**src/rtl/mem_wb_pipe_pkg.sv**
```systemverilog
// Shared widths and constants for the MEM->WB writeback pipe.
// Defaults mirror the core-wide data, register-address and stall-bus sizes.
package mem_wb_pipe_pkg;

    localparam int DATA_SIZE         = 32;
    localparam int DATA_ADDRESS_SIZE = 5;
    localparam int STALL_SIZE        = 6;
    localparam int STALL_WB          = 4;
    localparam int RETIRE_CNT_W      = 32;
    localparam int MAX_DEPTH         = 4;

    // Register x0 is hardwired to zero, so a write to it is never valid.
    function automatic logic qualify_write(input logic flag, input logic [DATA_ADDRESS_SIZE-1:0] addr);
        return flag && (addr != '0);
    endfunction

endpackage

```
**src/rtl/mem_wb_pipe_if.sv**
```systemverilog
// Request, writeback and forwarding-lookup signals of the writeback pipe.
// The pipe itself uses the slave view; the MEM stage / register file side uses master.
interface mem_wb_pipe_if
    import mem_wb_pipe_pkg::*;
#(
    parameter int DATA_W = DATA_SIZE,
    parameter int ADDR_W = DATA_ADDRESS_SIZE
);
    logic              modify_flag;
    logic [ADDR_W-1:0] modify_address;
    logic [DATA_W-1:0] modify_data;

    logic              _modify_flag;
    logic [ADDR_W-1:0] _modify_address;
    logic [DATA_W-1:0] _modify_data;

    logic [ADDR_W-1:0] fwd_address;
    logic              fwd_hit;
    logic [DATA_W-1:0] fwd_data;

    modport master (
        output modify_flag, modify_address, modify_data, fwd_address,
        input  _modify_flag, _modify_address, _modify_data, fwd_hit, fwd_data
    );

    modport slave (
        input  modify_flag, modify_address, modify_data, fwd_address,
        output _modify_flag, _modify_address, _modify_data, fwd_hit, fwd_data
    );
endinterface

```
**src/rtl/mem_wb_pipe_wb_stage_reg.sv**
```systemverilog
// One writeback pipeline stage: flag/address/data register.
// Flush clears the entry, hold keeps it, otherwise it loads the upstream value.
module wb_stage_reg #(
    parameter int DATA_W = 32,
    parameter int ADDR_W = 5
) (
    input  logic              clk,
    input  logic              rst,
    input  logic              flush_i,
    input  logic              hold_i,
    input  logic              flag_i,
    input  logic [ADDR_W-1:0] addr_i,
    input  logic [DATA_W-1:0] data_i,
    output logic              flag_o,
    output logic [ADDR_W-1:0] addr_o,
    output logic [DATA_W-1:0] data_o
);
    logic              flag_q, flag_d;
    logic [ADDR_W-1:0] addr_q, addr_d;
    logic [DATA_W-1:0] data_q, data_d;

    always_comb begin
        flag_d = flag_q;
        addr_d = addr_q;
        data_d = data_q;
        if (flush_i) begin
            flag_d = 1'b0;
            addr_d = '0;
            data_d = '0;
        end else if (!hold_i) begin
            flag_d = flag_i;
            addr_d = addr_i;
            data_d = data_i;
        end
    end

    always_ff @(posedge clk or posedge rst) begin
        if (rst) begin
            flag_q <= 1'b0;
            addr_q <= '0;
            data_q <= '0;
        end else begin
            flag_q <= flag_d;
            addr_q <= addr_d;
            data_q <= data_d;
        end
    end

    assign flag_o = flag_q;
    assign addr_o = addr_q;
    assign data_o = data_q;
endmodule

```
**src/rtl/mem_wb_pipe.sv**
```systemverilog
// DEPTH-stage MEM->WB writeback pipe with hold/flush, in-flight forwarding
// lookup and a count of writes delivered to the register file.
module mem_wb_pipe
    import mem_wb_pipe_pkg::*;
#(
    parameter int DATA_W    = DATA_SIZE,
    parameter int ADDR_W    = DATA_ADDRESS_SIZE,
    parameter int DEPTH     = 1,
    parameter int STALL_W   = STALL_SIZE,
    parameter int STALL_BIT = STALL_WB,
    parameter int CNT_W     = RETIRE_CNT_W
) (
    input  logic               clk,
    input  logic               rst,
    input  logic [STALL_W-1:0] stall_state,
    input  logic               flush,
    mem_wb_pipe_if.slave       bus,
    output logic [CNT_W-1:0]   retire_count
);
    if (DEPTH < 1 || DEPTH > MAX_DEPTH) begin : g_bad_depth
        $error("mem_wb_pipe: DEPTH=%0d outside legal range 1..%0d", DEPTH, MAX_DEPTH);
    end

    logic hold;
    logic unused_stall;
    assign hold         = stall_state[STALL_BIT];
    assign unused_stall = ^stall_state;

    logic [DEPTH-1:0]             stg_flag, in_flag;
    logic [DEPTH-1:0][ADDR_W-1:0] stg_addr, in_addr;
    logic [DEPTH-1:0][DATA_W-1:0] stg_data, in_data;

    for (genvar k = 0; k < DEPTH; k++) begin : g_stage
        if (k == 0) begin : g_head
            // x0 requests still occupy the slot but never become valid.
            assign in_flag[k] = qualify_write(bus.modify_flag, bus.modify_address);
            assign in_addr[k] = bus.modify_address;
            assign in_data[k] = bus.modify_data;
        end else begin : g_tail
            assign in_flag[k] = stg_flag[k-1];
            assign in_addr[k] = stg_addr[k-1];
            assign in_data[k] = stg_data[k-1];
        end

        wb_stage_reg #(.DATA_W(DATA_W), .ADDR_W(ADDR_W)) u_stage (
            .clk     (clk),
            .rst     (rst),
            .flush_i (flush),
            .hold_i  (hold),
            .flag_i  (in_flag[k]),
            .addr_i  (in_addr[k]),
            .data_i  (in_data[k]),
            .flag_o  (stg_flag[k]),
            .addr_o  (stg_addr[k]),
            .data_o  (stg_data[k])
        );
    end

    // Gating by hold makes a held entry fire only in the cycle it actually leaves.
    logic wb_flag;
    assign wb_flag              = stg_flag[DEPTH-1] & ~hold & ~flush;
    assign bus._modify_flag     = wb_flag;
    assign bus._modify_address  = stg_addr[DEPTH-1];
    assign bus._modify_data     = stg_data[DEPTH-1];

    logic [CNT_W-1:0] cnt_q, cnt_d;

    always_comb begin
        cnt_d = cnt_q + {{(CNT_W-1){1'b0}}, wb_flag};
    end

    always_ff @(posedge clk or posedge rst) begin
        if (rst) cnt_q <= '0;
        else     cnt_q <= cnt_d;
    end

    assign retire_count = cnt_q;

    // Scan oldest to youngest so the youngest match overrides earlier ones.
    logic              fwd_hit;
    logic [DATA_W-1:0] fwd_data;

    always_comb begin
        fwd_hit  = 1'b0;
        fwd_data = '0;
        for (int k = DEPTH - 1; k >= 0; k--) begin
            if (stg_flag[k] && (stg_addr[k] == bus.fwd_address) && (bus.fwd_address != '0)) begin
                fwd_hit  = 1'b1;
                fwd_data = stg_data[k];
            end
        end
    end

    assign bus.fwd_hit  = fwd_hit;
    assign bus.fwd_data = fwd_data;
endmodule

```
**src/flat_wrapper.sv**
```systemverilog
// flat-port wrapper written by rule: the top's interface ports become plain ports
module mem_wb_pipe_flat import mem_wb_pipe_pkg::*;
#(
    parameter int DATA_W    = DATA_SIZE,
    parameter int ADDR_W    = DATA_ADDRESS_SIZE,
    parameter int DEPTH     = 1,
    parameter int STALL_W   = STALL_SIZE,
    parameter int STALL_BIT = STALL_WB,
    parameter int CNT_W     = RETIRE_CNT_W
)
  (clk, rst, stall_state, flush, retire_count, bus_modify_flag, bus_modify_address, bus_modify_data, bus_fwd_address, bus__modify_flag, bus__modify_address, bus__modify_data, bus_fwd_hit, bus_fwd_data);
  mem_wb_pipe_if #(.DATA_W(DATA_W), .ADDR_W(ADDR_W)) bus_i ();
  input  logic clk;
  input  logic rst;
  input  logic [STALL_W-1:0] stall_state;
  input  logic flush;
  output logic [CNT_W-1:0] retire_count;
  input wire logic [$bits(bus_i.modify_flag)-1:0] bus_modify_flag;
  input wire logic [$bits(bus_i.modify_address)-1:0] bus_modify_address;
  input wire logic [$bits(bus_i.modify_data)-1:0] bus_modify_data;
  input wire logic [$bits(bus_i.fwd_address)-1:0] bus_fwd_address;
  output wire logic [$bits(bus_i._modify_flag)-1:0] bus__modify_flag;
  output wire logic [$bits(bus_i._modify_address)-1:0] bus__modify_address;
  output wire logic [$bits(bus_i._modify_data)-1:0] bus__modify_data;
  output wire logic [$bits(bus_i.fwd_hit)-1:0] bus_fwd_hit;
  output wire logic [$bits(bus_i.fwd_data)-1:0] bus_fwd_data;
  assign bus_i.modify_flag = bus_modify_flag;
  assign bus_i.modify_address = bus_modify_address;
  assign bus_i.modify_data = bus_modify_data;
  assign bus_i.fwd_address = bus_fwd_address;
  assign bus__modify_flag = bus_i._modify_flag;
  assign bus__modify_address = bus_i._modify_address;
  assign bus__modify_data = bus_i._modify_data;
  assign bus_fwd_hit = bus_i.fwd_hit;
  assign bus_fwd_data = bus_i.fwd_data;
  mem_wb_pipe #(.DATA_W(DATA_W), .ADDR_W(ADDR_W), .DEPTH(DEPTH), .STALL_W(STALL_W), .STALL_BIT(STALL_BIT), .CNT_W(CNT_W)) u_core (.clk(clk), .rst(rst), .stall_state(stall_state), .flush(flush), .bus(bus_i), .retire_count(retire_count));
endmodule
```
**config.mk**
```make
export PLATFORM = sky130hd
export DESIGN_NAME = mem_wb_pipe_flat
export DESIGN_NICKNAME = d
export VERILOG_FILES = /design/src/rtl/mem_wb_pipe_pkg.sv /design/src/rtl/mem_wb_pipe_if.sv /design/src/rtl/mem_wb_pipe_wb_stage_reg.sv /design/src/rtl/mem_wb_pipe.sv /design/src/flat_wrapper.sv
export SDC_FILE = /design/constraint.sdc
export NUM_CORES = 1
export LEC_CHECK = 0
export ABC_AREA = 1
export BUFFER_PORTS_ARGS = -buffer_cell sky130_fd_sc_hd__buf_4
export CORE_MARGIN = 1.5
export CORE_UTILIZATION = 35
export DETAILED_ROUTE_END_ITERATION = 6
export PLACE_DENSITY_LB_ADDON = 0.3
export SETUP_SLACK_MARGIN = 0.02
export SLEW_MARGIN = 30
export SYNTH_ARGS = -nofsm -noshare
export SYNTH_HDL_FRONTEND = slang
export SYNTH_SLANG_ARGS = --single-unit
```
**constraint.sdc**
```tcl
create_clock -name clk -period 4.7 [get_ports clk]
set_input_delay 0.47 -clock clk [delete_from_list [all_inputs] [get_ports clk]]
set_output_delay 0.47 -clock clk [all_outputs]
set_load 0.02 [all_outputs]
```
Word-level counts from Yosys, hierarchy flattened
Cells that the tools add are included.
- register bits after elaboration: 70
- input bits: 52
- word-level logic and storage cells: 24
- $add $sub $neg: 1
- equal/unequal tests: 2
- muxes and demuxes: 8
- bitwise operators: 4
- reductions and logical operators: 5
- operator list (cell ; count):
    32-bit 2-to-1 mux ; 3
    32-bit by 1-bit adder with 32-bit output ; 1
    5-bit 2-to-1 mux ; 2
    5-bit nonzero test ; 2
    5-bit == test ; 1
    1-bit logical AND ; 3
    1-bit 2-to-1 mux ; 3
    1-bit AND ; 2
    2-bit by 1-bit != test with 1-bit output (second input constant) ; 1
    1-bit inverter ; 2

Depth between registers and ports, before layout
Gate-level depths: netlist of run 1.
- depth after elaboration: 4
- depth in mapped cells: 12
- mapped depth without buffers: 12

By module
Synthesis of run 1 repeated with hierarchy kept, for this count alone.
- cell total of the unflattened synthesis: 500
- area total of the unflattened synthesis: 3814.9 sq um
- modules (own cells, without submodules) (module ; instances ; cells each ; area each (sq um)):
    mem_wb_pipe ; 1 ; 333 ; 2293.4
    wb_stage_reg ; 1 ; 167 ; 1521.5

Least setup slack after synthesis of run 1
No wires, ideal clock.
- path kind: input port to flip-flop
- from: in flush
- to: reg u_core.cnt_q[22] (netlist: u_core.retire_count[22])
- arrival: 2231 ps
- required time: 4579 ps
- setup slack: 2348 ps
- stages: 10
- buffers on the path: 0
- cells stage by stage: nor2_2 -> inv_1 -> nor2_1 -> ha_1 -> ha_1 -> nand3_2 -> nor2_2 -> nand3_2 -> o21ai_1 -> nand2_1
- word-level cells in the longest chain between the ends: 3
- ends and longest elaborated chain (what ; RTL line ; RTL):
    from (decl) ; flat_wrapper.sv:16 ; input logic flush;
    1-bit inverter ; mem_wb_pipe.sv:61 ; assign wb_flag = stg_flag[DEPTH-1] & ~hold & ~flush;
    1-bit AND ; mem_wb_pipe.sv:61 ;
    via bus__modify_flag ; flat_wrapper.sv:22 ; output wire logic [$bits(bus_i._modify_flag)-1:0] bus__modify_flag;
    32-bit by 1-bit adder with 32-bit output ; mem_wb_pipe.sv:69 ; cnt_d = cnt_q + {{(CNT_W-1){1'b0}}, wb_flag};
    via u_core.cnt_d[22] ; mem_wb_pipe.sv:66 ; logic [CNT_W-1:0] cnt_q, cnt_d;
    to (signal assigned) ; mem_wb_pipe.sv:74 ; else cnt_q <= cnt_d;
    to (decl) ; mem_wb_pipe.sv:66 ;
The timed path passes the listed nets, and every way through them passes these cells.
A chain may end at the register's enable or synchronous reset.

Final worst setup path of run 1
- from: reg u_core.g_stage[0].u_stage.addr_q[1]
- to: out bus_fwd_data[19]
- word-level cells in the longest chain between the ends: 4
- ends and longest elaborated chain (what ; RTL line ; RTL):
    from (decl) ; mem_wb_pipe_wb_stage_reg.sv:19 ; logic [ADDR_W-1:0] addr_q, addr_d;
    from (signal assigned) ; mem_wb_pipe_wb_stage_reg.sv:44 ; addr_q <= addr_d;
    5-bit == test ; mem_wb_pipe.sv:87 ; if (stg_flag[k] && (stg_addr[k] == bus.fwd_address) && (bus.fwd_address != '0)) begin
    1-bit logical AND (2 in series) ; mem_wb_pipe.sv:87 ;
    32-bit 2-to-1 mux ; mem_wb_pipe.sv:87 ;
    to (decl) ; flat_wrapper.sv:26 ; output wire logic [$bits(bus_i.fwd_data)-1:0] bus_fwd_data;
No other way between the ends.

==> qor.yml, run 1 <==
critical_path:
  crit_fanout: 33
  crit_arrival_ns: 2.28
  critPathBufInv: 2
  worstSetupStartpointType: "flip-flop"
  crit_type: "flip-flop to output pin"
  critPathCaptureType: "output pin"
  cp.required_ns: 4.23
  cp_top_family: "simple AND/OR/NAND/NOR gates"
  crit_top_cell: "nand2_1"
  path_cells: "inv_1, nand2_1, nand2_1, nor2_1, nand3_2, nor3_1, buf_4"
  critPathSlowestCell: "nand3_2"
  max_stage_delay_ns: 0.57
logic_synthesis:
  synthDistinctLibCells: 26
  synth_top_area_cell: "dfrtp_1"
  yosysSeqAreaShare_pct: 48.39
  synthCells: 456
  synth_seq_cells: 70
  synth_area_per_cell_sq_um: 7.938
  synth_warnings: 0
  synth_top_area_share_pct: 48.39
  synth_area_sq_um: 3620
  synth_nets: 511
  synthTopCellsByArea: "dfrtp_1 48%, nand2_1 15%, inv_1 5.8%, o21ai_0 5.1%, nor2_1 4.4%"
clock_network:
  cts_root_buf: "clkbuf_8"
  post-cts-setup-buffers: 0
  clk_pin_slew_ns: 0.08
  cts_buffers: 9
  h-tree-depth: 3
  cts.sinks: 70
  post_cts_resize_count: 0
  tritoncts: "yes"
  ctsHoldBuffers: 0
  clockBufferDepth: 2
  worstSkewPairLatency_ns: 0.34
layout:
  postLayoutCellArea_sq_um: 5091
  n_fill_cell: 954
  drive_gt1_share_pct: 32.41
  area_growth_pct: 40.65
  diodes: 0
  nets: 661
floorplanning:
  placementRows: 36
  dieWidth_um: 104.7
  fp.dieH_um: 104.7
  core_sq_um: 9910
  die_area_sq_um: 10960
  start_util_pct: 36.53
  ios: 155
timing:
  period_minus_slack_ns: 2.749
  slew_headroom_pct: 49.87
  setup_tns_ns: 0
  timing.final.crit_share_pct: 58.48
  finClkSkew_ns: 0.005345
  report.final.setup_viol: 0
  slew_violations: 0
  rsz0062_at_grt: "no"
  tightest_slew_ns: 0.7509
  fmax_mhz: 363.8
  finalHoldViolCount: 0
drt:
  remaining_drc_errors: 0
  wirelength_mm: 9.670
  drtAntennaViolNets: 0
  viasPerCell: 4.602
  first_iter_violations: 60
  wire_per_inst_um: 13.00
  firstDrtPassIters: 4
  vias: 3424
run_status:
  status: "completed"
grt:
  grt_overflow_total: 0
  track_usage_pct: 18.85
  grt_max_degree: 39
  grt_pass1_wl_mm: 16.44
  grt_pass1_vias: 3493
  grt_antenna_before_repair: 0
pwr:
  p_leak_uw: 0.002577
  peakVddDrop_mv: 0.1434
  power.density_nw_per_um2: 276.0
placement:
  dp_hpwl_mm: 7.309
  gp_congestion: 0.8457
  place_area_sq_um: 4868
  portBuffers: 149
run:
  maxCapViolations: 0
worst_hold_path:
  hp-class: "primary input to asynchronous set/reset pin"
-- state kept, by name, indices dropped and copies added, names as in the netlist --
signal,count
u_core.g_stage.u_stage.data_o,32
u_core.g_stage.u_stage.flag_o,1
u_core.g_stage.u_stage.addr_o,5
u_core.retire_count,32
-- worst paths after layout --
check / cells past startpoint / slack (ns) / to / from
worst max-delay path: 7 / 1.95 / bus_fwd_data[19] / u_core.g_stage[0].u_stage.addr_o[1]
worst min-delay path: 2 / 0.26 / u_core.g_stage[0].u_stage.data_o[13] / rst
worst max register to register: 9 / 2.85 / u_core.retire_count[22] / u_core.g_stage[0].u_stage.flag_o
worst min register to register: 2 / 0.51 / u_core.retire_count[31] / u_core.retire_count[31]
max in group asynchronous: 3 / 3.51 / u_core.g_stage[0].u_stage.data_o[3] / rst
min in group clk: 3 / 0.33 / u_core.g_stage[0].u_stage.data_o[22] / bus_modify_data[22]
-- synthesized netlist by cell type --
| master | count |
|---|---|
| nand2_1 | 143 |
| dfrtp_1 | 70 |
| inv_1 | 56 |
| nor2_1 | 42 |
| o21ai_0 | 37 |
| nor3_1 | 31 |
| nand3b_1 | 14 |
| buf_2 | 9 |
| nor2_2 | 7 |
| xnor2_1 | 7 |
| xor2_1 | 6 |
| nand3_2 | 4 |
| clkbuf_1 | 3 |
| ha_1 | 3 |
| nand2_4 | 3 |
| nor2_4 | 3 |
| inv_2 | 2 |
| nand2_2 | 2 |
| nand3_1 | 2 |
| nor2_8 | 2 |
| nor3_2 | 2 |
| o21ai_1 | 2 |
| o22ai_1 | 2 |
| xor2_2 | 2 |
| a21oi_2 | 1 |
| clkbuf_2 | 1 |
-- per-layer routing --
metal  global-route usage (%)  part of all wire, %
met1                    22.63                   42
met2                    31.20                   48
met3                    5.926                  7.4
met4                    7.926                  2.4
met5                        0                    0
-- worst register-to-register path: stages (launching register included) --
cell and delay, ns:
dfrtp_1 0.35, inv_1 0.05, nor2_1 0.20, ha_1 0.23
ha_1 0.26, nand3_2 0.16, nor2_2 0.17, nand3_2 0.12
o21ai_1 0.14, nand2_1 0.06
-- area by class of cell --
type / count / area [sq um] / area share, %
flip-flops and latches: 70 / 1752 / 34.41
multi-input cells: 315 / 1592 / 31.26
repair buffers: 152 / 1141 / 22.41
inverters: 58 / 217.7 / 4.276
well taps: 133 / 166.4 / 3.269
clock buffers: 10 / 137.6 / 2.703
clock inverters: 6 / 85.08 / 1.671
-- through the flow --
step                setup WS, ns  std cells  util (%)  total power (uW)  hold slack (ns)
global route               1.769        744     51.38              1482           0.2909
floorplan                  2.348        456         -             768.8           0.5301
CTS                        1.898        744     51.38              1425           0.2650
global placement           2.079        728     49.10             870.0           0.4850
detailed placement         2.048        728     49.13             874.2           0.4890
finish                     1.951        744     51.38              1405           0.2566
-- placed cells by master, fill, tap and decap left out, types with 3 or more instances in the layout --
master,n
dfrtp_1,70
nand2_2,3
clkbuf_8,10
nor2_4,3
o21ai_0,37
inv_2,3
xnor2_1,7
buf_4,152
inv_1,55
nor2_2,7
nor3_1,31
xor2_1,6
nand3b_1,14
nand2_1,142
ha_1,3
nand2_4,3
nor2_1,42
nand3_2,4
-- cells by family after synthesis --
| group | count (synthesis) | share of synthesized area [%] |
|---|---|---|
| adders and majority gates | 3 | 1.037 |
| and+or+nand+nor | 255 | 32.84 |
| xor gates and xnor gates | 15 | 4.044 |
| DFF | 70 | 48.39 |
| buffers and inverters | 71 | 7.708 |
| AOI/OAI and AO/OA | 42 | 5.980 |
-- where the power goes --
group | internal [uW] | switching, uW
clock network | 311 | 234
registers | 633 | 32.0
logic | 82.5 | 112
Note: power is estimated with default switching activity, not from simulation.
==> run 2: changes to the inputs <==
clock period = 2.85 ns   (was 4.7 ns; I/O delays follow)
==> run 2 against run 1 <==
Power rose by 64%. Clock-buffer cell count rose by 2. Clock skew rose by 0.0085 ns. Cell area barely moved. Largest cell class unchanged. Largest power group unchanged. Clock power rose by 61%. Critical path depth did not move. Die area did not move. Setup slack got worse by 1.6 ns. Register-to-register slack got worse by 1.9 ns. First-iteration DRC count rose by 42%. Hold slack got worse by 0.15 ns. Sequential power rose by 65%.
==> qor.yml, run 2 (synthesis gave the netlist of run 1 again) <==
floorplanning:
  placementRows: 36  # unchanged
  dieWidth_um: 104.7  # unchanged
  ios: 155  # unchanged
  fp.dieH_um: 104.7  # unchanged
  core_sq_um: 9910  # unchanged
  start_util_pct: 36.53  # unchanged
  die_area_sq_um: 10960  # unchanged
drt:
  remaining_drc_errors: 0  # unchanged
  viasPerCell: 4.661  # +1.3%
  drtAntennaViolNets: 0  # unchanged
  wire_per_inst_um: 13.13  # +0.99%
  vias: 3468  # +1.3%
  first_iter_violations: 85  # +42%
  firstDrtPassIters: 4  # unchanged
  wirelength_mm: 9.766  # +0.99%
timing:
  finClkSkew_ns: 0.01381  # +0.008463 ns
  slew_violations: 0  # unchanged
  fmax_mhz: 405.5
  report.final.setup_viol: 0  # unchanged
  period_minus_slack_ns: 2.466
  tightest_slew_ns: 0.7747  # +0.02381 ns
  timing.final.crit_share_pct: 86.53
  slew_headroom_pct: 48.28  # -1.6 points
  rsz0062_at_grt: "no"
  finalHoldViolCount: 0  # unchanged
  setup_tns_ns: 0  # unchanged
clock_network:
  tritoncts: "yes"
  cts.sinks: 70  # unchanged
  post_cts_resize_count: 0  # unchanged
  cts_root_buf: "clkbuf_8"
  clk_pin_slew_ns: 0.07  # about the same
  h-tree-depth: 3  # unchanged
  post-cts-setup-buffers: 0  # unchanged
  clockBufferDepth: 2  # unchanged
  worstSkewPairLatency_ns: 0.33  # about the same
  ctsHoldBuffers: 0  # unchanged
  cts_buffers: 9  # unchanged
pwr:
  clock_power_share_pct: 38.1  # -0.7 points
  peakVddDrop_mv: 0.2300  # +60%
  power_frac_seq_pct: 47.7  # +0.4 points
  p_switching_uw: 601.3  # +59%
  p_leak_uw: 0.002584  # +0.26%
  power.density_nw_per_um2: 451.2  # +63%
  switching_share_pct: 26.15  # -0.77 points
  intPower_uw: 1698  # +65%
  combPwrFrac_pct: 14.1  # +0.3 points
layout:
  multi_input_area_sq_um: 1592  # unchanged
  area_growth_pct: 40.79  # about the same
  fin_util_pct: 51.43  # about the same
  diodes: 0  # unchanged
  postLayoutCellArea_sq_um: 5096  # about the same
  n_fill_cell: 946  # -0.84%
  nets: 661  # unchanged
  final_cell_mix: "151 x buf_4, 142 x nand2_1, 70 x dfrtp_1"
  drive_gt1_share_pct: 32.08  # -0.33 points
  final_common_cell: "buf_4"
  seqCellArea_sq_um: 1752  # unchanged
grt:
  busiest_layer: "met2"
  track_usage_pct: 18.47  # -0.38 points
  grt_pass1_wl_mm: 16.44  # about the same
  grt_antenna_before_repair: 0  # unchanged
  grt_max_degree: 39  # unchanged
  grt_overflow_total: 0  # unchanged
  use_met2_pct: 31.86  # +0.66 points
  grt_use_met3_pct: 5.365  # -0.56 points
  grt_pass1_vias: 3522  # +0.83%
  met1_usage_pct: 21.56  # -1.1 points
critical_path:
  crit_fanout: 33  # unchanged
  cp_top_family: "simple AND/OR/NAND/NOR gates"
  critPathSlowestCell: "nand3_2"
  path_cells: "inv_1, nand2_1, nand2_1, nor2_1, nand3_2, nor3_1, buf_4"
  critPathBufInv: 2  # unchanged
  worstSetupStartpointType: "flip-flop"
  crit_arrival_ns: 2.18  # -0.10 ns
  cp.required_ns: 2.57  # -1.66 ns
  max_stage_delay_ns: 0.53  # -0.04 ns
  crit_type: "flip-flop to output pin"
  critPathCaptureType: "output pin"
  crit_top_cell: "nand2_1"
placement:
  gp_congestion: 0.8661  # +2.4%
  place_area_sq_um: 4881  # +0.26%
  portBuffers: 149  # unchanged
  dp_hpwl_mm: 7.449  # +1.9%
run:
  maxCapViolations: 0  # unchanged
run_status:
  status: "completed"
worst_hold_path:
  hp-class: "primary input to asynchronous set/reset pin"
## run 2: routing by layer
layer | vias to the layer above | part of all wire, % | wire [um]
met3 | 12 | 8.0 | 786
met1 | 1618 | 41 | 4038
met5 | - | 0 | 0
li1 | 1713 | - | -
met4 | 0 | 1.8 | 173
met2 | 125 | 49 | 4766
## run 2: final timing paths
path / startpoint / end / slack (ns) / cells after the start
max: u_core.g_stage[0].u_stage.addr_o[3] / bus_fwd_data[3] / 0.38 / 7
min: rst / u_core.g_stage[0].u_stage.data_o[18] / 0.10 / 2
max reg2reg: u_core.g_stage[0].u_stage.flag_o / u_core.retire_count[22] / 0.99 / 9
min reg2reg: u_core.retire_count[31] / u_core.retire_count[31] / 0.51 / 2
max in group asynchronous: rst / u_core.g_stage[0].u_stage.data_o[10] / 2.08 / 3
min in group clk: bus_modify_data[22] / u_core.g_stage[0].u_stage.data_o[22] / 0.16 / 3
## run 2: cell type report
type                       instances  share of cell area (%)
clock buffer                      12                   2.848
clock inverter                     4                   1.375
inverter                          58                   4.272
multi-input combinational        315                   31.23
sequential                        70                   34.37
tap                              133                   3.265
timing repair buffer             152                   22.64
## run 2: worst register-to-register path, cell delays in order, from the launching register on
cell and delay [ns]:
dfrtp_1 0.36, inv_1 0.06, nor2_1 0.21, ha_1 0.23
ha_1 0.26, nand3_2 0.16, nor2_2 0.16, nand3_2 0.12
o21ai_1 0.14, nand2_1 0.06
## run 2: power groups by stage
stage                     clock network (uW)  logic, uW  registers, uW
after floorplan                            0       97.8           1170
after global placement                     0        323           1120
after detailed placement                   0        331           1120
after CTS                                900        331           1100
after global routing                     944        355           1100
final                                    877        325           1100
## run 2: through the flow
stage | setup slack (ns) | hold WS, ns | cells | power, uW
after floorplan | 0.6833 | 0.4060 | 456 | 1268
after global placement | 0.8224 | 0.4747 | 728 | 1438
after detailed placement | 0.7326 | 0.4828 | 728 | 1447
after CTS | 0.3647 | 0.1172 | 744 | 2330
after global routing | 0.1973 | 0.1547 | 744 | 2403
final | 0.3840 | 0.1040 | 744 | 2299
==> run 3: changes to the inputs <==
clock period = 2.3 ns   (was 2.85 ns; I/O delays follow)
==> run 3 against run 2 <==
Global-route usage rose by 0.42 points. Via count fell by 0.17%. First-iteration DRC count rose by 53%. Highest routed layer unchanged.
==> qor.yml, run 3 (synthesis gave the netlist of run 1 again) <==
timing:
  fin_hold_ws_ns: 0.09799  # -0.006054 ns
  worst_slack_ns: 0.2453  # -0.1387 ns
  finClkSkew_ns: 0.006588  # -0.007220 ns
  period_minus_slack_ns: 2.055
  report.final.setup_viol: 0  # unchanged
  fmax_mhz: 486.7
  slew_headroom_pct: 59.53  # +11 points
  finalHoldViolCount: 0  # unchanged
  tightest_slew_ns: 0.6056  # -0.1691 ns
  setup_tns_ns: 0  # unchanged
  rsz0062_at_grt: "no"
  slew_violations: 0  # unchanged
  timing.final.crit_share_pct: 89.33
critical_path:
  cp_top_family: "simple AND/OR/NAND/NOR gates"
  crit_fanout: 21  # -36%
  critPathCaptureType: "output pin"
  max_stage_delay_ns: 0.37  # -0.16 ns
  cp.required_ns: 2.07  # -0.50 ns
  worstSetupStartpointType: "flip-flop"
  crit_arrival_ns: 1.82  # -0.36 ns
  path_cells: "inv_1, nand2_1, nand2_1, nor2_1, nand3_4, buf_12, nor3_1, buf_4"
  critPathBufInv: 3  # +1
  crit_type: "flip-flop to output pin"
  critPathSlowestCell: "dfrtp_1"
  crit_top_cell: "nand2_1"
floorplanning:
  die_area_sq_um: 10960  # unchanged
  fp.dieH_um: 104.7  # unchanged
  placementRows: 36  # unchanged
  start_util_pct: 36.53  # unchanged
  dieWidth_um: 104.7  # unchanged
  ios: 155  # unchanged
  core_sq_um: 9910  # unchanged
placement:
  pre_cts_ws_ns: 0.2626  # -0.4700 ns
  portBuffers: 149  # unchanged
  gp_congestion: 0.8399  # -3.0%
  dp_hpwl_mm: 7.667  # +2.9%
pwr:
  peakVddDrop_mv: 0.2447  # +6.4%
  p_leak_uw: 0.002620  # +1.4%
  power.density_nw_per_um2: 564.9  # +25%
grt:
  grt_pass1_vias: 3449  # -2.1%
  track_usage_pct: 18.89  # +0.42 points
  grt_overflow_total: 0  # unchanged
  grt_max_degree: 37  # -5.1%
  grt_pass1_wl_mm: 16.48  # +0.21%
  grt_antenna_before_repair: 0  # unchanged
clock_network:
  clockBufferDepth: 2  # unchanged
  h-tree-depth: 3  # unchanged
  cts.sinks: 70  # unchanged
  worstSkewPairLatency_ns: 0.33  # about the same
  cts_buffers: 9  # unchanged
  clk_pin_slew_ns: 0.08  # about the same
  tritoncts: "yes"
  cts_root_buf: "clkbuf_8"
run_status:
  status: "completed"
layout:
  final_common_cell: "buf_4"
  diodes: 0  # unchanged
  area_growth_pct: 43.04
  nets: 665  # +0.61%
  drive_gt1_share_pct: 32.36  # +0.28 points
  n_fill_cell: 970  # +2.5%
  final_cell_mix: "152 x buf_4, 143 x nand2_1, 70 x dfrtp_1"
drt:
  wirelength_mm: 10.01  # +2.5%
  wire_per_inst_um: 13.38  # +1.9%
  first_iter_violations: 130  # +53%
  remaining_drc_errors: 0  # unchanged
  firstDrtPassIters: 4  # unchanged
  viasPerCell: 4.628  # -0.71%
  vias: 3462  # -0.17%
  drtAntennaViolNets: 0  # unchanged
worst_hold_path:
  hp-class: "primary input to flip-flop"
run:
  maxCapViolations: 0  # unchanged
-- run 3: worst min-delay path: cells and delay by family --
kind / cells / cell delay (ns)
AO/OA/AOI/OAI: 1 / 0.05
buffers and inverters: 1 / 0.08
AND/OR/NAND/NOR: 1 / 0.04
-- run 3: repair_timing --
item                                    CTS  global route
hold buffers                              1             0
endpoints found under the setup margin    0            12
hold endpoints to repair                 15             0
setup buffers                             0             0
resized for setup                         0             1
-- run 3: cell type report --
type / instances / area, sq um / share of cell area [%]
Sequential cell: 70 / 1752 / 33.83
Multi-Input combinational cell: 315 / 1597 / 30.84
Timing Repair Buffer: 156 / 1211 / 23.39
Inverter: 58 / 217.7 / 4.205
Clock buffer: 13 / 168.9 / 3.262
Tap cell: 133 / 166.4 / 3.214
Clock inverter: 3 / 65.06 / 1.257
-- run 3: layer usage --
layer	routed length (um)	up-vias	share of wire (%)	track usage [%]
li1	-	1714	-	-
met1	4314	1600	43	23.57
met2	4732	133	47	30.69
met3	755	15	7.5	5.178
met4	207	0	2.1	8.219
met5	0	-	0	0
-- run 3: path summary, 6_finish.rpt --
check                                                    start                                   end  slack (ns)  depth (start not counted)
setup / recovery           u_core.g_stage[0].u_stage.addr_o[3]                      bus_fwd_data[16]        0.25                          8
hold / removal                             bus_modify_data[27]  u_core.g_stage[0].u_stage.data_o[27]         0.1                          3
setup reg to reg              u_core.g_stage[0].u_stage.flag_o               u_core.retire_count[22]        0.46                          9
hold reg to reg                        u_core.retire_count[31]               u_core.retire_count[31]        0.50                          2
max in group asynchronous                                  rst                u_core.retire_count[5]        1.29                          4
min in group asynchronous                                  rst  u_core.g_stage[0].u_stage.data_o[21]        0.43                          3
-- run 3: report_power, final --
part / total [uW] / internal (uW) / switching [uW]
combinational: 413 / 178 / 235
sequential: 1360 / 1290 / 66.2
clock: 1150 / 699 / 452
-- run 3: per-stage QoR --
stage	utilization, %	power, uW	cells	area, sq um
2_1_floorplan	-	1571	456	3620
3_3_place_gp	49.71	1791	731	4926
3_5_place_dp	49.71	1800	731	4926
4_1_cts	52.17	2956	748	5170
5_1_grt	52.25	3055	748	5177
6_report	52.25	2925	748	5177
